===== src/rtl/ifu_pkg.sv =====
`default_nettype none
// ============================================================================
// Module      : ifu_pkg
// Description : Shared constants for the instruction fetch unit: FSM state
//               encodings, memory response codes, the nop used to replace
//               faulting fetches, and the default reset PC.
// Revision    : 1.0 - initial release
// ============================================================================
package ifu_pkg;

    // FSM state encodings
    localparam logic [1:0]  c_ST_IDLE = 2'd0;
    localparam logic [1:0]  c_ST_REQ  = 2'd1;
    localparam logic [1:0]  c_ST_WAIT = 2'd2;
    localparam logic [1:0]  c_ST_HOLD = 2'd3;

    // Memory read response OKAY
    localparam logic [1:0]  c_RESP_OKAY = 2'b00;

    // addi x0, x0, 0
    localparam logic [31:0] c_NOP_INST = 32'h0000_0013;

    // Default PC loaded at reset
    localparam logic [31:0] c_RST_PC_DEFAULT = 32'h8000_0000;

endpackage
`default_nettype wire


===== src/rtl/ifu_pc.sv =====
`default_nettype none
// ============================================================================
// Module      : ifu_pc
// Description : Program counter register for the fetch unit. Loads RST_PC on
//               reset, takes a word-aligned redirect target (low two bits
//               forced to zero) with priority over the +4 increment, which
//               wraps modulo 2^DATA_LEN. pc_next exposes the value the
//               register takes at the coming edge.
// Revision    : 1.0 - initial release
// ============================================================================
module ifu_pc
    import ifu_pkg::*;
#(
    parameter int                  DATA_LEN = 32,
    parameter logic [DATA_LEN-1:0] RST_PC   = DATA_LEN'(c_RST_PC_DEFAULT)
) (
    input  logic                clk,
    input  logic                rst_n,
    input  logic                inc_en,
    input  logic                load_en,
    input  logic [DATA_LEN-1:0] load_addr,
    output logic [DATA_LEN-1:0] pc,
    output logic [DATA_LEN-1:0] pc_next
);

    localparam logic [DATA_LEN-1:0] c_ALIGN_MASK = ~DATA_LEN'(3);
    localparam logic [DATA_LEN-1:0] c_PC_STEP    = DATA_LEN'(4);

    logic [DATA_LEN-1:0] r_pc;
    logic [DATA_LEN-1:0] w_pc_next;

    // Next PC: redirect wins over increment, otherwise hold
    always_comb begin
        w_pc_next = r_pc;
        if (load_en) begin
            w_pc_next = load_addr & c_ALIGN_MASK;
        end else if (inc_en) begin
            w_pc_next = r_pc + c_PC_STEP;
        end
    end

    // PC register with synchronous active-low reset
    always_ff @(posedge clk) begin
        if (!rst_n) begin
            r_pc <= RST_PC;
        end else begin
            r_pc <= w_pc_next;
        end
    end

    assign pc      = r_pc;
    assign pc_next = w_pc_next;

endmodule
`default_nettype wire


===== src/rtl/ifu.sv =====
`default_nettype none
// ============================================================================
// Module      : ifu
// Description : Instruction fetch unit. Issues one read at a time on a
//               valid/ready address/data channel pair, hands each fetched
//               word with its PC to decode over valid/ready, handles
//               redirects (dropping in-flight data) and a halt level.
//               Optional feature macro: IFU_ACCESS_FAULT_EN adds the
//               inst_fault output and replaces faulting fetches with a nop.
// Revision    : 1.0 - initial release
// ============================================================================
module ifu
    import ifu_pkg::*;
#(
    parameter int                  DATA_LEN = 32,
    parameter logic [DATA_LEN-1:0] RST_PC   = DATA_LEN'(c_RST_PC_DEFAULT)
) (
    input  logic                clk,
    input  logic                rst_n,
    output logic                ifu_arvalid,
    input  logic                ifu_arready,
    output logic [DATA_LEN-1:0] ifu_araddr,
    input  logic                ifu_rvalid,
    output logic                ifu_rready,
    input  logic [31:0]         ifu_rdata,
    input  logic [1:0]          ifu_rresp,
    output logic                inst_valid,
    input  logic                inst_ready,
    output logic [31:0]         inst,
    output logic [DATA_LEN-1:0] inst_pc,
`ifdef IFU_ACCESS_FAULT_EN
    output logic                inst_fault,
`endif
    input  logic                jump_flag,
    input  logic [DATA_LEN-1:0] jump_addr,
    input  logic                halt
);

    logic [1:0]          r_state;
    logic                r_drop;
    logic                r_arvalid;
    logic [DATA_LEN-1:0] r_araddr;
    logic                r_rready;
    logic                r_inst_valid;
    logic [31:0]         r_inst;
    logic [DATA_LEN-1:0] r_inst_pc;

    logic [1:0]          w_state_next;
    logic                w_drop_next;
    logic                w_capture;
    logic                w_pc_inc;
    logic [DATA_LEN-1:0] w_pc;
    logic [DATA_LEN-1:0] w_pc_next;

    // PC advances only on a real acceptance; a redirect in the same cycle squashes it
    assign w_pc_inc  = (r_state == c_ST_HOLD) && inst_ready && !jump_flag;
    // Data is kept only if no redirect is pending or arriving
    assign w_capture = (r_state == c_ST_WAIT) && ifu_rvalid && !jump_flag && !r_drop;

    ifu_pc #(
        .DATA_LEN (DATA_LEN),
        .RST_PC   (RST_PC)
    ) u_pc (
        .clk       (clk),
        .rst_n     (rst_n),
        .inc_en    (w_pc_inc),
        .load_en   (jump_flag),
        .load_addr (jump_addr),
        .pc        (w_pc),
        .pc_next   (w_pc_next)
    );

    // Next-state and drop-flag decision; redirects take priority
    always_comb begin
        w_state_next = r_state;
        w_drop_next  = r_drop;
        case (r_state)
            c_ST_IDLE: begin
                if (!halt) w_state_next = c_ST_REQ;
            end
            c_ST_REQ: begin
                // The address in flight must stay stable, so a redirect only marks it stale
                if (jump_flag)   w_drop_next  = 1'b1;
                if (ifu_arready) w_state_next = c_ST_WAIT;
            end
            c_ST_WAIT: begin
                if (ifu_rvalid) begin
                    if (jump_flag || r_drop) begin
                        w_drop_next  = 1'b0;
                        w_state_next = halt ? c_ST_IDLE : c_ST_REQ;
                    end else begin
                        w_state_next = c_ST_HOLD;
                    end
                end else if (jump_flag) begin
                    w_drop_next = 1'b1;
                end
            end
            c_ST_HOLD: begin
                if (jump_flag || inst_ready) w_state_next = halt ? c_ST_IDLE : c_ST_REQ;
            end
            default: w_state_next = c_ST_IDLE;
        endcase
    end

`ifdef IFU_ACCESS_FAULT_EN
    logic r_fault;
`else
    // Response status has no effect without the fault feature
    logic w_unused_rresp;
    assign w_unused_rresp = ^ifu_rresp;
`endif

    // State register and registered outputs derived from the next state
    always_ff @(posedge clk) begin
        if (!rst_n) begin
            r_state      <= c_ST_IDLE;
            r_drop       <= 1'b0;
            r_arvalid    <= 1'b0;
            r_araddr     <= '0;
            r_rready     <= 1'b0;
            r_inst_valid <= 1'b0;
            r_inst       <= '0;
            r_inst_pc    <= '0;
`ifdef IFU_ACCESS_FAULT_EN
            r_fault      <= 1'b0;
`endif
        end else begin
            r_state      <= w_state_next;
            r_drop       <= w_drop_next;
            r_arvalid    <= (w_state_next == c_ST_REQ);
            r_rready     <= (w_state_next == c_ST_WAIT);
            r_inst_valid <= (w_state_next == c_ST_HOLD);
            // Address is captured on entry to REQ and held until the handshake
            if ((r_state != c_ST_REQ) && (w_state_next == c_ST_REQ)) begin
                r_araddr <= w_pc_next;
            end
            if (w_capture) begin
                r_inst_pc <= w_pc;
`ifdef IFU_ACCESS_FAULT_EN
                if (ifu_rresp != c_RESP_OKAY) begin
                    r_inst  <= c_NOP_INST;
                    r_fault <= 1'b1;
                end else begin
                    r_inst  <= ifu_rdata;
                    r_fault <= 1'b0;
                end
`else
                r_inst    <= ifu_rdata;
`endif
            end
        end
    end

    assign ifu_arvalid = r_arvalid;
    assign ifu_araddr  = r_araddr;
    assign ifu_rready  = r_rready;
    assign inst_valid  = r_inst_valid;
    assign inst        = r_inst;
    assign inst_pc     = r_inst_pc;
`ifdef IFU_ACCESS_FAULT_EN
    assign inst_fault  = r_fault;
`endif

endmodule
`default_nettype wire

===== config.mk =====
export PLATFORM = sky130hd
export DESIGN_NAME = ifu
export DESIGN_NICKNAME = d
export VERILOG_FILES = /design/src/rtl/ifu_pkg.sv /design/src/rtl/ifu_pc.sv /design/src/rtl/ifu.sv
export SDC_FILE = /design/constraint.sdc
export NUM_CORES = 1
export LEC_CHECK = 0
export CORE_MARGIN = 2
export CORE_UTILIZATION = 52
export CTS_CLUSTER_SIZE = 40
export DETAILED_ROUTE_END_ITERATION = 8
export GPL_TIMING_DRIVEN = 0
export MAX_ROUTING_LAYER = met4
export PLACE_DENSITY = 0.86
export SLEW_MARGIN = 25
export SYNTH_ARGS = -nofsm -noshare
export SYNTH_HDL_FRONTEND = slang
export SYNTH_HIERARCHICAL = 1
export SYNTH_SLANG_ARGS = --single-unit

===== constraint.sdc =====
create_clock -name clk -period 7.6 [get_ports clk]
set_input_delay 1.9 -clock clk [delete_from_list [all_inputs] [get_ports clk]]
set_output_delay 1.9 -clock clk [all_outputs]
set_load 0.1 [all_outputs]

==> impl_results.html <==
<table>
<tr><th>Metric</th><th>Value</th></tr>
<tr><th colspan="2">STA</th></tr>
<tr><td>Final hold violation count</td><td>0</td></tr>
<tr><td>Final worst setup slack</td><td>a little over 3 ns</td></tr>
<tr><td>Final critical path time including I/O delays and setup</td><td>approximately 4.5 ns</td></tr>
<tr><td>Worst relative slew slack</td><td>0.3016</td></tr>
<tr><td>Worst Clk Skew</td><td>0.005398 ns</td></tr>
<tr><td>Maximum clock frequency</td><td>222.0 MHz</td></tr>
<tr><td>Worst-Margin Slew</td><td>between 1 and 1.5 ns</td></tr>
<tr><td>Setup repair after global routing missed its margin</td><td>no</td></tr>
<tr><td>Final clock period utilization by the worst path</td><td>0.5927</td></tr>
<tr><td>Setup-violating endpoint count in the final report</td><td>0</td></tr>
<tr><td>Final slew viol count</td><td>0</td></tr>
<tr><td>Total negative slack for setup checks</td><td>0 ns</td></tr>
<tr><th colspan="2">Yosys</th></tr>
<tr><td>Flip-flop and latch count after synthesis</td><td>134</td></tr>
<tr><td>Main synth FF type</td><td>sky130_fd_sc_hd__dfxtp_1</td></tr>
<tr><td>Unique cell type count in the Yosys netlist</td><td>55</td></tr>
<tr><td>Sequential fraction of the synthesis area</td><td>0.4469</td></tr>
<tr><td>Total number of yosys warnings</td><td>6</td></tr>
<tr><td>Mean instance size in the synthesized netlist</td><td>~8.4 um2</td></tr>
<tr><td>Number of enable flip-flop cells after synthesis</td><td>0</td></tr>
<tr><td>Mapped cell area</td><td>6002 um2</td></tr>
<tr><td>Async S/R FF share, synth</td><td>0</td></tr>
<tr><td>Number of standard cells after synthesis</td><td>712</td></tr>
<tr><td>Number of nets produced by synthesis</td><td>790</td></tr>
<tr><th colspan="2">Finish</th></tr>
<tr><td>Synth-to-layout area growth</td><td>39.90%</td></tr>
<tr><td>Final core area utilization</td><td>0.7417</td></tr>
<tr><td>Post-route cell area</td><td>~8400 um2</td></tr>
<tr><td>N_diodes</td><td>0</td></tr>
<tr><td>Fill cells</td><td>850</td></tr>
<tr><td>Final net count</td><td>976</td></tr>
<tr><td>Ratio of cells with drive above 1 in the final layout</td><td>0.05721</td></tr>
<tr><td>Total area of multi-input combinational cells</td><td>around 3000 um2</td></tr>
<tr><td>Register Area</td><td>2683 um2</td></tr>
<tr><th colspan="2">Placement</th></tr>
<tr><td>Post-placement worst setup slack</td><td>2.706 ns</td></tr>
<tr><td>Sum of net half-perimeters after detailed placement</td><td>~13000 um</td></tr>
<tr><td>Placer's final routability congestion estimate</td><td>~0.93</td></tr>
<tr><td>Number of input and output port buffers inserted</td><td>between 150 and 200</td></tr>
<tr><td>Area of placed instances</td><td>7853 um2</td></tr>
<tr><th colspan="2">Worst setup path</th></tr>
<tr><td>Capturing element type of the critical path</td><td>flip-flop</td></tr>
<tr><td>Largest fanout of any net on the critical path</td><td>10</td></tr>
<tr><td>Worst path arrival time</td><td>a little under 5 ns</td></tr>
<tr><td>Cell with the biggest individual delay on the critical path</td><td>sky130_fd_sc_hd__or4b_2</td></tr>
<tr><td>Reg-to-reg startpoint</td><td>r_state[1]$_SDFF_PN0_</td></tr>
<tr><td>Kind of start point of the critical path</td><td>input port</td></tr>
<tr><td>Slack of the worst reg-to-reg path</td><td>approximately 4.6 ns</td></tr>
<tr><td>Critical path data required time</td><td>around 8.0 ns</td></tr>
<tr><td>Depth of the most critical reg-to-reg path</td><td>9</td></tr>
<tr><td>Slowest Stage Delay on Critical Path</td><td>0.64 ns</td></tr>
<tr><td>Reg-to-reg endpoint</td><td>ifu_araddr[23]$_SDFFE_PN0P_</td></tr>
<tr><td>Ordered list of cells on the worst path</td><td>clkdlybuf4s50_1, and3b_2, buf_2, nand4_1, or3_2, or4b_2, nand3_1, nand2_1, mux2i_1</td></tr>
<tr><td>Kind of critical path</td><td>input port to flip-flop</td></tr>
<tr><th colspan="2">Detailed routing</th></tr>
<tr><td>Aggregate routed wire length</td><td>17330 um</td></tr>
<tr><td>Avg WL per Cell</td><td>around 16 um</td></tr>
<tr><td>Antenna Nets Post-Route</td><td>0</td></tr>
<tr><td>TritonRoute pass-1 iters</td><td>5</td></tr>
<tr><td>Number of remaining DRC errors</td><td>0</td></tr>
<tr><td>Via density per instance</td><td>around 5.5</td></tr>
<tr><td>Number of DRC violations after detailed-routing iteration 0</td><td>295</td></tr>
<tr><td>Detailed-route via count</td><td>~5800</td></tr>
<tr><th colspan="2">Clocking</th></tr>
<tr><td>Clk sink count</td><td>134</td></tr>
<tr><td>Number of hold-repair buffers added at the cts stage</td><td>0</td></tr>
<tr><td>Number of buffers inserted by post-CTS setup repair</td><td>0</td></tr>
<tr><td>Clock root cell</td><td>sky130_fd_sc_hd__clkbuf_16</td></tr>
<tr><td>TritonCTS clock tree</td><td>built</td></tr>
<tr><td>Clock Pin Slew Worst Setup and Hold Paths</td><td>roughly 0.050 ns</td></tr>
<tr><td>Buffer depth of the longest clock path</td><td>2</td></tr>
<tr><td>Number of gates given a new drive strength after cts</td><td>0</td></tr>
<tr><td>H-tree lvl count</td><td>4</td></tr>
<tr><td>Clock buffer count from CTS</td><td>17</td></tr>
<tr><td>Clock latency of the later-clocked register in the worst-skew pair</td><td>0.42 ns</td></tr>
<tr><th colspan="2">Die</th></tr>
<tr><td>Starting Density</td><td>0.5302</td></tr>
<tr><td>I/O Pins</td><td>172</td></tr>
<tr><td>Y dimension of the die</td><td>~110 um</td></tr>
<tr><td>Die area</td><td>12420 um2</td></tr>
<tr><td>Num rows</td><td>39</td></tr>
<tr><td>Core area</td><td>~11000 um2</td></tr>
<tr><td>Horizontal die dimension</td><td>~110 um</td></tr>
<tr><th colspan="2">Power</th></tr>
<tr><td>Static leakage</td><td>2.931 nW</td></tr>
<tr><td>Power Dens Cells</td><td>between 300 and 400 nW/um2</td></tr>
<tr><td>Peak supply drop</td><td>~0.00028 V</td></tr>
<tr><th colspan="2">Run</th></tr>
<tr><td>Number of violations of the max-capacitance limit</td><td>0</td></tr>
<tr><th colspan="2">Global routing</th></tr>
<tr><td>Aggregate global-route resource usage</td><td>0.2883</td></tr>
<tr><td>Remaining global-route overflow</td><td>0</td></tr>
<tr><td>First-pass GRT wire length</td><td>between 20000 and 30000 um</td></tr>
<tr><td>Vias in the first global route</td><td>a little under 6000</td></tr>
<tr><td>Maximum number of pins on one net before global-route repair</td><td>17</td></tr>
<tr><td>Initial antenna violation count</td><td>0</td></tr>
<tr><th colspan="2">Hold path</th></tr>
<tr><td>Hold-critical path depth</td><td>2</td></tr>
<tr><td>Kind of path behind the tightest hold check</td><td>flip-flop to flip-flop</td></tr>
<tr><td>Startpoint of the lowest-slack hold path</td><td>ifu_araddr[27]$_SDFFE_PN0P_</td></tr>
<tr><td>Hold EP</td><td>ifu_araddr[27]$_SDFFE_PN0P_</td></tr>
<tr><th colspan="2">Run status</th></tr>
<tr><td>Result of the run</td><td>finished, final reports clean</td></tr>
</table>
synth_stat cells (2+ instances only):
cell / count / share of area
sky130_fd_sc_hd__xor2_1: 3 / 0.0044
sky130_fd_sc_hd__o21ai_0: 9 / 0.0075
sky130_fd_sc_hd__o211a_1: 2 / 0.0033
sky130_fd_sc_hd__buf_12: 3 / 0.010
sky130_fd_sc_hd__or4_1: 5 / 0.0063
sky130_fd_sc_hd__nor4_1: 15 / 0.016
sky130_fd_sc_hd__or4b_2: 2 / 0.0033
sky130_fd_sc_hd__nand4_1: 6 / 0.0063
sky130_fd_sc_hd__nand3_1: 13 / 0.011
sky130_fd_sc_hd__nor2b_1: 9 / 0.0094
sky130_fd_sc_hd__o31ai_1: 3 / 0.0038
sky130_fd_sc_hd__buf_1: 2 / 0.0013
sky130_fd_sc_hd__a21oi_1: 20 / 0.017
sky130_fd_sc_hd__a311oi_1: 7 / 0.010
sky130_fd_sc_hd__ha_1: 5 / 0.010
sky130_fd_sc_hd__and3b_1: 2 / 0.0029
sky130_fd_sc_hd__a21boi_0: 65 / 0.081
sky130_fd_sc_hd__and3_1: 3 / 0.0031
sky130_fd_sc_hd__nor3_1: 9 / 0.0075
sky130_fd_sc_hd__and2_1: 10 / 0.010
sky130_fd_sc_hd__a22oi_1: 2 / 0.0025
sky130_fd_sc_hd__mux2i_1: 38 / 0.063
sky130_fd_sc_hd__a31oi_1: 6 / 0.0063
sky130_fd_sc_hd__dfxtp_1: 134 / 0.45
sky130_fd_sc_hd__nor2_1: 25 / 0.016
sky130_fd_sc_hd__clkbuf_1: 32 / 0.020
sky130_fd_sc_hd__buf_2: 8 / 0.0067
sky130_fd_sc_hd__nor4bb_1: 2 / 0.0033
sky130_fd_sc_hd__nand2_1: 214 / 0.13
sky130_fd_sc_hd__xnor2_1: 11 / 0.016
sky130_fd_sc_hd__and4_1: 2 / 0.0029
sky130_fd_sc_hd__inv_1: 10 / 0.0063
sky130_fd_sc_hd__nand4_2: 2 / 0.0042
sky130_fd_sc_hd__or3_1: 2 / 0.0021
sky130_fd_sc_hd__buf_6: 2 / 0.0038
sky130_fd_sc_hd__a211oi_1: 10 / 0.013
logic make-up after synthesis:
| kind of cell | after synthesis | share of synthesized area |
|---|---|---|
| and+or+nand+nor | 331 | 0.2539 |
| DFF | 134 | 0.4469 |
| AOI/OAI and AO/OA | 132 | 0.1563 |
| buffers and inverters | 58 | 0.04857 |
| muxes | 38 | 0.06337 |
| xor gates and xnor gates | 14 | 0.02043 |
| adders and majority gates | 5 | 0.01042 |
cell type report:
type	count	area share
inverters	11	0.004917
plain buffers	47	0.02980
clock buffers	26	0.05945
multi-input cells	520	0.3606
well taps	143	0.02131
flip-flops and latches	134	0.3195
clock inverters	4	0.005364
repair buffers	167	0.1991
worst max path at each step:
stage	start	endpoint	slack, ns	depth (start not counted)
floorplan	jump_flag	ifu_araddr[30]$_SDFFE_PN0P_	3.67	9
global placement	jump_flag	ifu_araddr[25]$_SDFFE_PN0P_	2.76	10
detailed placement	jump_flag	ifu_araddr[27]$_SDFFE_PN0P_	2.71	10
CTS	jump_flag	ifu_araddr[27]$_SDFFE_PN0P_	3.16	10
global route	jump_flag	ifu_araddr[29]$_SDFFE_PN0P_	2.94	10
finish	jump_flag	ifu_araddr[23]$_SDFFE_PN0P_	3.10	9
where the power goes:
group	total [mW]	leakage [nW]	internal (mW)	switching, mW
sequential	0.877	1.09	0.807	0.0701
combinational	1.30	1.57	0.400	0.899
clock	0.760	0.270	0.479	0.282
total	2.94	2.93	1.69	1.25
worst max-delay path, delay by kind of cell:
kind | cells | cell delay [ns]
buf+inv | 2 | 0.77
simple gates | 6 | 2.02
mux | 1 | 0.14
metrics by stage:
| stage | power (mW) | cells | hold WS [ns] |
|---|---|---|---|
| finish | 2.937 | 1052 | 0.4526 |
| global route | 3.039 | 1052 | 0.4629 |
| CTS | 2.950 | 1052 | 0.4551 |
| detailed placement | 2.187 | 1022 | 0.4463 |
| global placement | 2.169 | 1022 | 0.4443 |
| floorplan | 1.889 | 712 | 0.4364 |
placed cells by master, fill, tap and decap left out, types with 11 or more instances in the layout:
master,n
sky130_fd_sc_hd__nand2_1,214
sky130_fd_sc_hd__dfxtp_1,134
sky130_fd_sc_hd__nor4_1,15
sky130_fd_sc_hd__mux2i_1,38
sky130_fd_sc_hd__clkdlybuf4s50_1,167
sky130_fd_sc_hd__clkbuf_16,17
sky130_fd_sc_hd__clkbuf_1,37
sky130_fd_sc_hd__nor2_1,25
sky130_fd_sc_hd__nand3_1,13
sky130_fd_sc_hd__a21oi_1,20
sky130_fd_sc_hd__a21boi_0,65
sky130_fd_sc_hd__xnor2_1,11
sequential cells by signal, summed over array words and instances (netlist names):
register     count
inst            32
inst_valid       1
u_pc/pc         32
ifu_rready       1
ifu_araddr      32
ifu_arvalid      1
r_drop           1
inst_pc         32
r_state          2
layer usage:
layer	up-vias	global-route usage	routed length, um	part of all wire
met5	-	-	0	0
met4	0	0.1267	494	0.029
met3	44	0.05879	1149	0.066
met2	236	0.4837	8455	0.49
met1	2723	0.3354	7226	0.42
li1	2820	-	-	-
Note: power is estimated with default switching activity, not from simulation.
